`config.mk`:
```
export PLATFORM = sky130hd
export DESIGN_NAME = monociclo_top
export DESIGN_NICKNAME = d
export VERILOG_FILES = /design/src/rtl/monociclo_pkg.sv /design/src/rtl/monociclo_regfile.sv /design/src/rtl/monociclo_top.sv
export SDC_FILE = /design/constraint.sdc
export NUM_CORES = 2
export LEC_CHECK = 0
export CAP_MARGIN = 5
export CORE_ASPECT_RATIO = 0.7
export CORE_MARGIN = 3
export CORE_UTILIZATION = 30
export DETAILED_ROUTE_END_ITERATION = 8
export SYNTH_ARGS = -nofsm -noshare
export SYNTH_HDL_FRONTEND = slang
export SYNTH_SLANG_ARGS = --single-unit
export TNS_END_PERCENT = 5
```
`constraint.sdc`:
```
create_clock -name clk -period 11.35 [get_ports clk]
set_input_delay 2.27 -clock clk [delete_from_list [all_inputs] [get_ports clk]]
set_output_delay 2.27 -clock clk [all_outputs]
set_load 0.05 [all_outputs]
```
`src/rtl/monociclo_pkg.sv`:
```
// Shared encodings, control word and built-in program for the single-cycle MIPS core.
package monociclo_pkg;

   localparam int unsigned XLEN = 32;

   localparam logic [5:0] OP_RTYPE = 6'h00;
   localparam logic [5:0] OP_J     = 6'h02;
   localparam logic [5:0] OP_BEQ   = 6'h04;
   localparam logic [5:0] OP_ADDI  = 6'h08;
   localparam logic [5:0] OP_LW    = 6'h23;
   localparam logic [5:0] OP_SW    = 6'h2B;

   localparam logic [5:0] FN_ADD = 6'h20;
   localparam logic [5:0] FN_SUB = 6'h22;
   localparam logic [5:0] FN_AND = 6'h24;
   localparam logic [5:0] FN_OR  = 6'h25;
   localparam logic [5:0] FN_SLT = 6'h2A;

   typedef enum logic [2:0] {
      ALU_ADD,
      ALU_SUB,
      ALU_AND,
      ALU_OR,
      ALU_SLT
   } alu_op_t;

   typedef struct packed {
      logic    RegDst;
      logic    ALUSrc;
      logic    MemToReg;
      logic    RegWrite;
      logic    MemWrite;
      logic    Branch;
      logic    Jump;
      alu_op_t alu_op;
   } ctrl_t;

   // True for every opcode/funct pair the core implements.
   function automatic logic insn_known(input logic [5:0] opcode, input logic [5:0] funct);
      logic known;
      known = 1'b0;
      case (opcode)
         OP_RTYPE: known = (funct == FN_ADD) || (funct == FN_SUB) || (funct == FN_AND) ||
                           (funct == FN_OR)  || (funct == FN_SLT);
         OP_J, OP_BEQ, OP_ADDI, OP_LW, OP_SW: known = 1'b1;
         default: known = 1'b0;
      endcase
      return known;
   endfunction

   // Main + ALU control decode; unknown encodings produce an all-inactive control word.
   function automatic ctrl_t decode(input logic [5:0] opcode, input logic [5:0] funct);
      ctrl_t c;
      c.RegDst   = 1'b0;
      c.ALUSrc   = 1'b0;
      c.MemToReg = 1'b0;
      c.RegWrite = 1'b0;
      c.MemWrite = 1'b0;
      c.Branch   = 1'b0;
      c.Jump     = 1'b0;
      c.alu_op   = ALU_ADD;
      case (opcode)
         OP_RTYPE: begin
            c.RegDst   = 1'b1;
            c.RegWrite = 1'b1;
            case (funct)
               FN_ADD:  c.alu_op = ALU_ADD;
               FN_SUB:  c.alu_op = ALU_SUB;
               FN_AND:  c.alu_op = ALU_AND;
               FN_OR:   c.alu_op = ALU_OR;
               FN_SLT:  c.alu_op = ALU_SLT;
               default: c.RegWrite = 1'b0;
            endcase
         end
         OP_ADDI: begin
            c.ALUSrc   = 1'b1;
            c.RegWrite = 1'b1;
         end
         OP_LW: begin
            c.ALUSrc   = 1'b1;
            c.MemToReg = 1'b1;
            c.RegWrite = 1'b1;
         end
         OP_SW: begin
            c.ALUSrc   = 1'b1;
            c.MemWrite = 1'b1;
         end
         OP_BEQ: begin
            c.Branch = 1'b1;
            c.alu_op = ALU_SUB;
         end
         OP_J:    c.Jump = 1'b1;
         default: ;
      endcase
      return c;
   endfunction

   // Built-in test program; unused words read as 0 (an unknown R-type, i.e. a no-op).
   function automatic logic [31:0] builtin_rom(input logic [31:0] idx);
      logic [31:0] w;
      case (idx)
         32'd0:   w = 32'h2008_0005;
         32'd1:   w = 32'h2009_0003;
         32'd2:   w = 32'h0109_5020;
         32'd3:   w = 32'h0109_5822;
         32'd4:   w = 32'h0109_6024;
         32'd5:   w = 32'h0109_6825;
         32'd6:   w = 32'h0128_702A;
         32'd7:   w = 32'hAC0A_0000;
         32'd8:   w = 32'h8C0F_0000;
         32'd9:   w = 32'h11EA_0001;
         32'd10:  w = 32'h2008_00FF;
         32'd11:  w = 32'h0800_0000;
         default: w = 32'h0000_0000;
      endcase
      return w;
   endfunction

endpackage

```
`src/rtl/monociclo_regfile.sv`:
```
// 32x32 register file: two combinational read ports, one write port, $0 hardwired to zero.
module monociclo_regfile
   import monociclo_pkg::*;
(
   input  logic            clk,
   input  logic            rst,
   input  logic [4:0]      raddr1_i,
   input  logic [4:0]      raddr2_i,
   output logic [XLEN-1:0] rdata1_c_o,
   output logic [XLEN-1:0] rdata2_c_o,
   input  logic            we_i,
   input  logic [4:0]      waddr_i,
   input  logic [XLEN-1:0] wdata_i
);

   localparam int unsigned NREGS = 32;

   logic [XLEN-1:0] regs_q [NREGS];

   // Synchronous clear on reset; writes to $0 are discarded.
   always_ff @(posedge clk) begin
      if (rst) begin
         for (int i = 0; i < int'(NREGS); i++) regs_q[i] <= '0;
      end else if (we_i && (waddr_i != 5'd0)) begin
         regs_q[waddr_i] <= wdata_i;
      end
   end

   // Reads return the pre-edge value, so a same-cycle write is not forwarded.
   always_comb begin
      rdata1_c_o = (raddr1_i == 5'd0) ? '0 : regs_q[raddr1_i];
      rdata2_c_o = (raddr2_i == 5'd0) ? '0 : regs_q[raddr2_i];
   end

endmodule

```
`src/rtl/monociclo_top.sv`:
```
// Single-cycle MIPS32 subset core: fetch, decode, execute, memory and writeback in one clock.
module monociclo_top
   import monociclo_pkg::*;
#(
   parameter int unsigned IMEM_WORDS = 64,
   parameter int unsigned DMEM_WORDS = 64,
   // "" selects the built-in program; a named image is preloaded into the ROM macro at integration.
   parameter string       INIT_FILE  = ""
) (
   input  logic            clk,
   input  logic            rst,
   output logic [XLEN-1:0] instruction,
   output logic [XLEN-1:0] ALUResult,
   output logic            Zero
);

   // Memory depths are assumed to be powers of two so the index slice gives the modulo.
   localparam int unsigned IA_W        = $clog2(IMEM_WORDS);
   localparam int unsigned DA_W        = $clog2(DMEM_WORDS);
   localparam bit          USE_BUILTIN = (INIT_FILE == "");

   logic [XLEN-1:0] pc_q, pc_d;
   logic [XLEN-1:0] dmem_q [DMEM_WORDS];

   logic [5:0]      opcode, funct;
   logic [4:0]      rs, rt, rd;
   logic [XLEN-1:0] imm_sext, pc_plus4, br_target;
   logic [XLEN-1:0] rs_val, rt_val, alu_b, alu_raw, wb_data, mem_rdata;
   logic [4:0]      wb_addr;
   logic            known;
   ctrl_t           ctrl;

   // Fetch and field extraction.
   always_comb begin
      instruction = USE_BUILTIN ? builtin_rom(32'(pc_q[IA_W+1:2])) : '0;
      opcode      = instruction[31:26];
      rs          = instruction[25:21];
      rt          = instruction[20:16];
      rd          = instruction[15:11];
      funct       = instruction[5:0];
      imm_sext    = {{16{instruction[15]}}, instruction[15:0]};
      ctrl        = decode(opcode, funct);
      known       = insn_known(opcode, funct);
   end

   monociclo_regfile u_regfile (
      .clk        (clk),
      .rst        (rst),
      .raddr1_i   (rs),
      .raddr2_i   (rt),
      .rdata1_c_o (rs_val),
      .rdata2_c_o (rt_val),
      .we_i       (ctrl.RegWrite),
      .waddr_i    (wb_addr),
      .wdata_i    (wb_data)
   );

   // ALU; unknown instructions and jumps report a zero result.
   always_comb begin
      alu_b = ctrl.ALUSrc ? imm_sext : rt_val;
      case (ctrl.alu_op)
         ALU_ADD: alu_raw = rs_val + alu_b;
         ALU_SUB: alu_raw = rs_val - alu_b;
         ALU_AND: alu_raw = rs_val & alu_b;
         ALU_OR:  alu_raw = rs_val | alu_b;
         ALU_SLT: alu_raw = ($signed(rs_val) < $signed(alu_b)) ? 32'd1 : 32'd0;
         default: alu_raw = '0;
      endcase
      ALUResult = (known && !ctrl.Jump) ? alu_raw : '0;
      Zero      = (ALUResult == '0);
   end

   // Data read, writeback select and next-PC selection.
   always_comb begin
      mem_rdata = dmem_q[ALUResult[DA_W+1:2]];
      wb_data   = ctrl.MemToReg ? mem_rdata : ALUResult;
      wb_addr   = ctrl.RegDst ? rd : rt;
      pc_plus4  = pc_q + 32'd4;
      br_target = pc_plus4 + {imm_sext[29:0], 2'b00};
      pc_d      = pc_plus4;
      if (ctrl.Jump)                pc_d = {pc_plus4[31:28], instruction[25:0], 2'b00};
      else if (ctrl.Branch && Zero) pc_d = br_target;
   end

   // Program counter.
   always_ff @(posedge clk) begin
      if (rst) pc_q <= '0;
      else     pc_q <= pc_d;
   end

   // Data RAM: contents survive reset, stores are suppressed while reset is held.
   always_ff @(posedge clk) begin
      if (!rst && ctrl.MemWrite) dmem_q[ALUResult[DA_W+1:2]] <= rt_val;
   end

endmodule

```
==> summary.txt <==
Status
  – Status: finished with violations
  – Failing checks: max-capacitance violations

Synthesis
  – Synth area leader: edfxtp_1
  – Synth area leaders: edfxtp_1 (68%), nand2_1 (7.6%), nand3_1 (4.8%)
  – Most frequent cell after synthesis: edfxtp_1
  – Avg Cell Area, Syn: around 12 um^2
  – Sequential fraction of the synthesis area: 68.1%
  – Netlist cell types: between 100 and 150
  – Seq cells post-synth: roughly 2,600
  – Predominant post-synthesis flop cell: edfxtp_1
  – Ys Warns: 0
  – Mapped Area: roughly 0.11 mm^2
  – Post-synth EDFFs: between 2,000 and 3,000
  – Post-synth top area share: 67.6%
  – Post-synth ARST share: 0%
  – Most frequent cells after synthesis: edfxtp_1 (2,529), nand2_1 (2,263), nand3_1 (1,069)
  – Mapped Cells: approximately 9,400

STA
  – Pins Over Slew Limit: 0
  – Tmin final: ~11 ns
  – Worst clock skew: 0.113 ns
  – Final setup margin: 0.206 ns
  – Tcrit/Tclk final: 98.2%
  – Max-slew headroom: 1.33%
  – Unrepaired setup endpoints after global routing: false
  – Max frequency: between 80 and 90 MHz
  – Worst-Margin Slew: 1.47 ns
  – Final Hold Viols: 0
  – Setup_tns: 0 ns
  – Final setup viols: 0

Routing
  – Remaining DRCs: 0
  – Vias: approximately 79,000
  – Antenna viol nets, final: 0
  – Pre-antenna DRT Iters: 9
  – Initial drt markers: between 10,000 and 15,000
  – Total Wirelength: around 380 mm
  – Wire length per cell: 26.4 um
  – Vias per cell: between 5 and 6

Critical path
  – Req. time, crit path: 9.08 ns
  – Critical path arrival: slightly below 9 ns
  – Critical path endpoint category: primary output
  – Reg-to-Reg Start: pc_q[6]
  – Crit. Startpoint: pc_q[6]
  – R2R Setup Slk: 1.69 ns
  – Worst reg2reg endpoint: u_regfile.regs_q[6][21]
  – Worst Setup Start Kind: register
  – CP max stage cell: clkdlybuf4s50_1
  – Crit-path max FO: 56
  – Setup CP Type: reg2out
  – CP most frequent cell: mux2i_1
  – FF-to-FF path depth: 26
  – CP cell instances: nor2_4 -> nand2_4 -> inv_6 -> mux2i_1 -> a221oi_1 -> nor3_1 -> or3_1 -> o21ai_0 -> ha_1 -> fa_1 -> a211o_1 -> a311oi_1 -> o211ai_1 -> nand4_1 -> a21oi_1 -> o22ai_1 -> mux2i_1 -> a31oi_1 -> clkdlybuf4s50_1
  – CP peak stage delay: approximately 1.1 ns

Global route
  – Overall routing resource usage: 19.0%
  – First-pass GRT wire length: about 540 mm
  – Largest net degree at the start of global routing: ~140
  – Initial antenna violation count: 23
  – GR Overflow Total: 0
  – Vias in the first global route: around 71,000

Cells and area
  – FILL cells: ~36,000
  – Fin util: approximately a third
  – Area delta synth->final: 12.8%
  – Final nets: 9,407
  – Share of cells above drive strength 1: under 10%

Floorplan
  – Initial Utilization: a little under a third
  – Core ar.: 0.372 mm^2
  – Full die area: around 0.38 mm^2
  – Die W: 737 um
  – Die Y: 518 um
  – Ports: 67
  – Core Rows: about 190

Worst hold path
  – Worst hold endpoint: pc_q[7]
  – Worst hold path type: reg2reg
  – Hold depth: 2
  – Hold path startpoint: pc_q[7]

CTS
  – Bufs on Longest Clock Path: 4
  – CTS Hold Bufs: 0
  – H-tree levels: 4
  – Root Buffer: clkbuf_16
  – Total CTS buffers: 228
  – CTS tree: done
  – Clock Sinks: around 2,600
  – Clk slew on worst S/H paths: around 0.070 ns
  – Setup bufs post-CTS: 0
  – Worst-Skew Late Latency: roughly 0.95 ns
  – Cts repair resizes: 0

Placement
  – Post-detail-place hpwl: 225 mm
  – Post-Place Setup Slack: 1.41 ns
  – PortBufs: between 50 and 60
  – Placer Congestion: between 0.9 and 1

Power and ir drop
  – Total power: 31.0 mW
  – Worst VDD drop: about 0.00025 V
  – PwrDens: roughly 240 mW/mm^2
  – Leak pwr: approximately 43 nW

Run
  – Max-cap violations: 1
==> kinds of logic (layout without fill, tap and decap cells) <==
group	Yosys count	after routing	synth area share (%)
xor+xnor	22	22	0.178
simple gates	4435	4435	17.0
mux	225	225	2.34
flops	2555	2555	68.1
other cells	1	10	0.00334
buf+inv	847	917	3.16
compound gates	1165	1165	7.87
fa+ha+maj	125	125	1.41
==> how the worst max path moves through the flow <==
stage                                to  slack [ns]  depth (start not counted)
after floorplan                    Zero        0.03                         22
after global placement    ALUResult[28]        1.52                         19
after CTS                 ALUResult[28]        0.43                         19
final                     ALUResult[28]        0.21                         19
after detailed placement  ALUResult[28]        1.41                         19
after global routing      ALUResult[28]        0.07                         19
==> routing by layer <==
metal / part of all wire [%] / vias to the layer above / wire, um / global-route usage [%]
met4: 2.3 / 2 / 8760 / 4.14
met1: 45 / 39500 / 170000 / 29.9
li1: - / 34200 / - / -
met2: 40 / 4369 / 152000 / 25.5
met5: 0.0018 / - / 7 / 0
met3: 13 / 465 / 47800 / 5.35
==> cells in the final DEF, fill, tap and decap left out, types with 145 or more instances in the layout <==
cell          n
nand2_1    2257
edfxtp_1   2529
buf_4       290
and3_1      152
clkbuf_16   230
a311oi_1    329
a21oi_1     208
nor2_1      620
nand3_1    1069
mux2i_1     145
==> critical path, delay by kind of cell (launching register included) <==
family	cells	cell delay (ns)
AOI/OAI and AO/OA	8	3.17
buffers and inverters	2	1.62
DFF	1	0.38
and+or+nand+nor	5	1.62
muxes	2	0.39
adders and majority gates	2	0.81
==> flip-flops by register name, summed over array words and instances, names as in the netlist, named ones only <==
register / cells
dmem_q: 2048
u_regfile.regs_q: 481
pc_q: 6
==> power breakdown <==
part / leakage, nW / internal, mW / switching [mW]
combinational: 15.9 / 2.82 / 8.98
sequential: 23.7 / 11.4 / 0.0765
clock: 3.48 / 4.18 / 3.57
total: 43.1 / 18.4 / 12.6
==> stage by stage <==
step | std cells | hold slack (ns) | cell area [um^2]
2_1_floorplan | 9382 | 0.562 | 112000
3_3_place_gp | 14000 | 0.625 | 120000
3_5_place_dp | 14000 | 0.626 | 120000
4_1_cts | 14400 | 0.650 | 127000
5_1_grt | 14400 | 0.691 | 127000
6_report | 14400 | 0.659 | 127000
==> final cells by class <==
type,instances,area (um^2),area share [%]
diodes,2,5.00,0.00395
clock buffers,270,5910,4.66
clock inverters,132,1230,0.975
inverters,145,569,0.449
multi-input cells,5980,33100,26.1
flip-flops and latches,2555,76500,60.4
well taps,4914,6150,4.85
repair buffers,370,3240,2.56
No activity file was read; power rests on OpenSTA's default activity.
